File: src/rtl/serial_rx_byte.sv
// serial_rx_byte
// ---------------------------------------------------------------------------
// Receives 8N1-style serial frames on a single idle-high wire and turns them
// into parallel bytes. The line is synchronised with two flops, a start bit is
// confirmed at its mid-point, and data and stop bits are sampled one bit
// period apart from there.
//
// Ports
//   clk        : single clock, rising edge
//   clear      : asynchronous active-high reset; discards any partial frame
//   d          : serial line, idle high, asynchronous to clk
//   data_out   : last correctly framed byte, held until the next good frame
//   valid      : one-cycle pulse on the edge that updates data_out
//   frame_err  : one-cycle pulse when the stop bit is sampled low
//   busy       : high whenever the receiver is not idle
//   state_dbg  : current receiver state, for observation only
// ---------------------------------------------------------------------------
module serial_rx_byte #(
  parameter int CLKS_PER_BIT = 16,
  parameter int DATA_BITS    = 8
) (
  input  logic                 clk,
  input  logic                 clear,
  input  logic                 d,
  output logic [DATA_BITS-1:0] data_out,
  output logic                 valid,
  output logic                 frame_err,
  output logic                 busy,
  output logic [2:0]           state_dbg
);

  localparam int PH_W  = $clog2(CLKS_PER_BIT);
  localparam int BIT_W = $clog2(DATA_BITS + 1);

  localparam logic [PH_W-1:0]  HALF_LAST = PH_W'(CLKS_PER_BIT / 2 - 1);
  localparam logic [PH_W-1:0]  PH_LAST   = PH_W'(CLKS_PER_BIT - 1);
  localparam logic [BIT_W-1:0] BIT_LAST  = BIT_W'(DATA_BITS - 1);

  typedef enum logic [2:0] {
    S_IDLE      = 3'd0,
    S_START     = 3'd1,
    S_DATA      = 3'd2,
    S_STOP      = 3'd3,
    S_WAIT_HIGH = 3'd4
  } state_e;

  state_e               state_q, state_d;
  logic [PH_W-1:0]      phase_q, phase_d;
  logic [BIT_W-1:0]     bit_q, bit_d;
  logic [DATA_BITS-1:0] shift_q, shift_d;
  logic [DATA_BITS-1:0] data_q, data_d;
  logic                 valid_q, valid_d;
  logic                 ferr_q, ferr_d;
  logic                 sync1_q, sync2_q;
  logic                 rx_s;

  // Two-flop synchroniser. Both stages reset to the idle level so that a
  // release of clear never looks like a falling edge on the line.
  always_ff @(posedge clk or posedge clear) begin
    if (clear) begin
      sync1_q <= 1'b1;
      sync2_q <= 1'b1;
    end else begin
      sync1_q <= d;
      sync2_q <= sync1_q;
    end
  end

  assign rx_s = sync2_q;

  // State and datapath registers.
  always_ff @(posedge clk or posedge clear) begin
    if (clear) begin
      state_q <= S_IDLE;
      phase_q <= '0;
      bit_q   <= '0;
      shift_q <= '0;
      data_q  <= '0;
      valid_q <= 1'b0;
      ferr_q  <= 1'b0;
    end else begin
      state_q <= state_d;
      phase_q <= phase_d;
      bit_q   <= bit_d;
      shift_q <= shift_d;
      data_q  <= data_d;
      valid_q <= valid_d;
      ferr_q  <= ferr_d;
    end
  end

  // Next-state and datapath logic.
  always_comb begin
    state_d = state_q;
    phase_d = phase_q;
    bit_d   = bit_q;
    shift_d = shift_q;
    data_d  = data_q;
    valid_d = 1'b0;
    ferr_d  = 1'b0;

    unique case (state_q)
      S_IDLE: begin
        phase_d = '0;
        bit_d   = '0;
        if (!rx_s) begin
          state_d = S_START;
        end
      end

      // Wait half a bit, then confirm the line is still low. A line that has
      // already gone high again was a glitch, not a start bit.
      S_START: begin
        if (phase_q == HALF_LAST) begin
          phase_d = '0;
          bit_d   = '0;
          state_d = rx_s ? S_IDLE : S_DATA;
        end else begin
          phase_d = phase_q + 1'b1;
        end
      end

      // Each terminal count lands in the middle of a data bit. Shifting in
      // at the MSB and moving right leaves the first (LSB) bit at bit 0.
      S_DATA: begin
        if (phase_q == PH_LAST) begin
          phase_d = '0;
          shift_d = {rx_s, shift_q[DATA_BITS-1:1]};
          bit_d   = bit_q + 1'b1;
          if (bit_q == BIT_LAST) begin
            state_d = S_STOP;
          end
        end else begin
          phase_d = phase_q + 1'b1;
        end
      end

      S_STOP: begin
        if (phase_q == PH_LAST) begin
          phase_d = '0;
          bit_d   = '0;
          if (rx_s) begin
            data_d  = shift_q;
            valid_d = 1'b1;
            state_d = S_IDLE;
          end else begin
            ferr_d  = 1'b1;
            state_d = S_WAIT_HIGH;
          end
        end else begin
          phase_d = phase_q + 1'b1;
        end
      end

      // A low stop bit usually means a break or a stuck line; hold off until
      // the line is high again so the low level is not taken as a new start.
      S_WAIT_HIGH: begin
        phase_d = '0;
        bit_d   = '0;
        if (rx_s) begin
          state_d = S_IDLE;
        end
      end

      default: begin
        state_d = S_IDLE;
        phase_d = '0;
        bit_d   = '0;
      end
    endcase
  end

  assign data_out  = data_q;
  assign valid     = valid_q;
  assign frame_err = ferr_q;
  assign busy      = (state_q != S_IDLE);
  assign state_dbg = state_q;

endmodule

File: config.mk
export PLATFORM = sky130hd
export DESIGN_NAME = serial_rx_byte
export DESIGN_NICKNAME = d
export VERILOG_FILES = /design/src/rtl/serial_rx_byte.sv
export SDC_FILE = /design/constraint.sdc
export NUM_CORES = 1
export LEC_CHECK = 0
export BUFFER_PORTS_ARGS = -buffer_cell sky130_fd_sc_hd__buf_2
export CAP_MARGIN = 5
export CORE_AREA = 2 2 53 55
export DETAILED_ROUTE_END_ITERATION = 7
export DIE_AREA = 0 0 55 57
export PLACE_DENSITY = 0.73
export SKIP_CTS_REPAIR_TIMING = 1
export SLEW_MARGIN = 5
export SYNTH_ARGS = -nofsm -noshare
export SYNTH_HDL_FRONTEND = slang
export SYNTH_SLANG_ARGS = --single-unit
File: constraint.sdc
create_clock -name clk -period 2.43 [get_ports clk]
set_input_delay 0.1215 -clock clk [delete_from_list [all_inputs] [get_ports clk]]
set_output_delay 0.1215 -clock clk [all_outputs]
set_load 0.1 [all_outputs]
==> impl_metrics.json <==
{
  "ys_seq_elements": 31,
  "grt_pass1_vias": 817,
  "io_buffers": 16,
  "dr.first_iter.drc_count": 18,
  "status": "finished, final reports clean",
  "io_pins": 17,
  "power_density_mw_per_mm2": 751,
  "postRouteAntennaNets": 0,
  "fin_worst_skew_ns": 0.0117,
  "hold_class": "register to register",
  "yosys.cell_types.count": 37,
  "dpl.hpwl_um": 1470,
  "slew_violations": 0,
  "initial_core_util_pct": 50.7,
  "setup_tns_ns": 0,
  "wl_per_cell_um": 13.6,
  "tightest_slew_ns": 0.488,
  "crit_slowest_cell": "or3_1",
  "worst_slack_ns": 0.533,
  "drive_gt1_share_pct": 40.2,
  "crit_fanout": 6,
  "power.total_mw": 1.15,
  "n_antenna_cell": 0,
  "grt-ovfl-total": 0,
  "die_w_um": 55,
  "grt_pass1_wl_um": 3590,
  "htree_levels": 2,
  "maxSlewHeadroom_pct": 67.7,
  "firstDrtPassIters": 3,
  "yosysSeqAreaShare_pct": 58.7,
  "vias": 830,
  "hold_viol": 0,
  "synth_area_per_cell_um2": 13.4,
  "vias_per_cell": 5.42,
  "path_clk_slew_ns": 0.09,
  "rsz0062_at_grt": "false",
  "area_growth_pct": 15.8,
  "cts_tree": "yes",
  "cp.required_ns": 2.64,
  "grt_use_total_pct": 16.5,
  "clock.fmax_mhz": 527,
  "yosysWarnings": 0,
  "numCtsBuffers": 5,
  "synth_nets": 104,
  "arrival_ns": 2.11,
  "synth_cells": 99,
  "most-common-layout-cells": "dfrtp_1 (29), mux2_2 (16), buf_2 (16)",
  "clock-sinks": 31,
  "core_area_mm2": 0.00262,
  "leakage_nw": 0.814,
  "path_cells": "ha_1 > and4_2 > or3_1 > mux2_4",
  "dieHeight_um": 57,
  "wirelength_um": 2090,
  "clockBufferDepth": 2,
  "start_kind": "register",
  "cp-end-kind": "register",
  "row_count": 19,
  "nNetsFinal": 126,
  "clock_latency_ns": 0.32,
  "root_buffer": "clkbuf_4",
  "fp.dieArea_mm2": 0.00314,
  "finalCritPeriodShare_pct": 78.1,
  "maxCapViolCount": 0,
  "grt_max_degree": 32,
  "path_class": "register to register",
  "synth_area_mm2": 0.00133,
  "antenna_found_initial": 0,
  "drc": 0,
  "place_ws_ns": 0.551,
  "crit_path_max_incr_delay_ns": 0.50,
  "place.gp.congestion": 0.770,
  "finalSetupViolCount": 0,
  "ir_worst_vdd_uv": 479,
  "period_needed_ns": 1.90,
  "mostFrequentLayoutCell": "dfrtp_1"
}
-- metrics by stage --
| stage | std cells | instance area, um^2 | utilization (%) | hold WS [ns] |
|---|---|---|---|---|
| detailed placement | 143 | 1430 | 54.6 | 0.218 |
| global placement | 143 | 1430 | 54.6 | 0.210 |
| CTS | 151 | 1520 | 57.9 | -0.142 |
| floorplan | 99 | 1330 | - | 0.126 |
| global route | 153 | 1540 | 58.7 | 0.365 |
| finish | 153 | 1540 | 58.7 | 0.361 |
-- path summary, 6_finish.rpt --
kind,end,from,slack (ns),depth (start not counted)
max in group asynchronous,rx_s,clear,1.70,4
min in group asynchronous,bit_q[2],clear,0.40,4
min,rx_s,sync1_q,0.36,0
min reg2reg,rx_s,sync1_q,0.36,0
max,state_dbg[0],phase_q[0],0.53,4
max reg2reg,state_dbg[0],phase_q[0],0.53,4
-- layer usage --
layer  vias up  part of all wire, %  wire length, um  track usage (%)
met5         -                    0                0                0
met4         0                 0.86               18             7.32
met3         2                  4.2               88             7.85
met2        15                   52             1080             24.5
met1       414                   43              900             20.2
li1        399                    -                -                -
-- sequential cells by signal, indices dropped and copies added (netlist names) --
register / flops
phase_q: 4
state_dbg: 3
bit_q: 4
shift_q: 8
frame_err: 1
rx_s: 1
valid: 1
data_out: 8
sync1_q: 1
-- critical path: cells and delay by family (launching register included) --
family | cells | cell delay [ns]
and+or+nand+nor | 2 | 0.78
DFF | 1 | 0.41
muxes | 1 | 0.34
adders and majority gates | 1 | 0.28
-- power by group --
group          switching [mW]  internal (mW)  total [mW]
sequential             0.0415          0.544       0.585
combinational           0.104         0.0506       0.155
clock                   0.170          0.243       0.413
total                   0.316          0.837        1.15
-- layout make-up --
cell class	instances	area, um^2
tap	31	38.8
sequential	31	778
clock buffer	6	51.3
clock inverter	2	35.0
inverter	4	15.0
timing repair buffer	19	108
fill	228	1080
multi-input combinational	60	509
-- logic make-up after synthesis --
logic type | Yosys count | share of synthesized area [%]
adders and majority gates | 2 | 1.89
muxes | 19 | 16.2
buffers and inverters | 8 | 2.92
and+or+nand+nor | 29 | 14.3
AOI/OAI and AO/OA | 8 | 4.62
xor gates and xnor gates | 2 | 1.32
DFF | 31 | 58.7
-- synth_stat cells --
| cell | instances | area share (%) |
|---|---|---|
| dfrtp_1 | 29 | 55 |
| mux2_2 | 16 | 14 |
| nor2_1 | 7 | 2.0 |
| inv_1 | 4 | 1.1 |
| nand3_1 | 4 | 1.5 |
| clkbuf_1 | 2 | 0.57 |
| dfstp_2 | 2 | 4.0 |
| ha_1 | 2 | 1.9 |
| mux2i_1 | 2 | 1.5 |
| nand2_1 | 2 | 0.57 |
| nor3b_1 | 2 | 1.1 |
| or3_1 | 2 | 0.94 |
| a211o_1 | 1 | 0.66 |
| a211oi_1 | 1 | 0.57 |
| a21oi_1 | 1 | 0.38 |
| a22o_1 | 1 | 0.66 |
| a41oi_1 | 1 | 0.66 |
| and3_1 | 1 | 0.47 |
| and3b_1 | 1 | 0.66 |
| and4_2 | 1 | 0.75 |
| and4b_2 | 1 | 0.85 |
| and4bb_1 | 1 | 0.94 |
| buf_2 | 1 | 0.38 |
| buf_6 | 1 | 0.85 |
| mux2_4 | 1 | 1.1 |
| nand3b_1 | 1 | 0.57 |
| nand4_2 | 1 | 0.94 |
| nand4b_1 | 1 | 0.66 |
| nor2b_1 | 1 | 0.47 |
| nor4b_1 | 1 | 0.66 |
| o21a_1 | 1 | 0.57 |
| o21bai_1 | 1 | 0.57 |
| o31ai_1 | 1 | 0.57 |
| or2_2 | 1 | 0.47 |
| or4b_2 | 1 | 0.75 |
| xnor2_1 | 1 | 0.66 |
| xor2_1 | 1 | 0.66 |
Power figures use the tool's default switching activity.
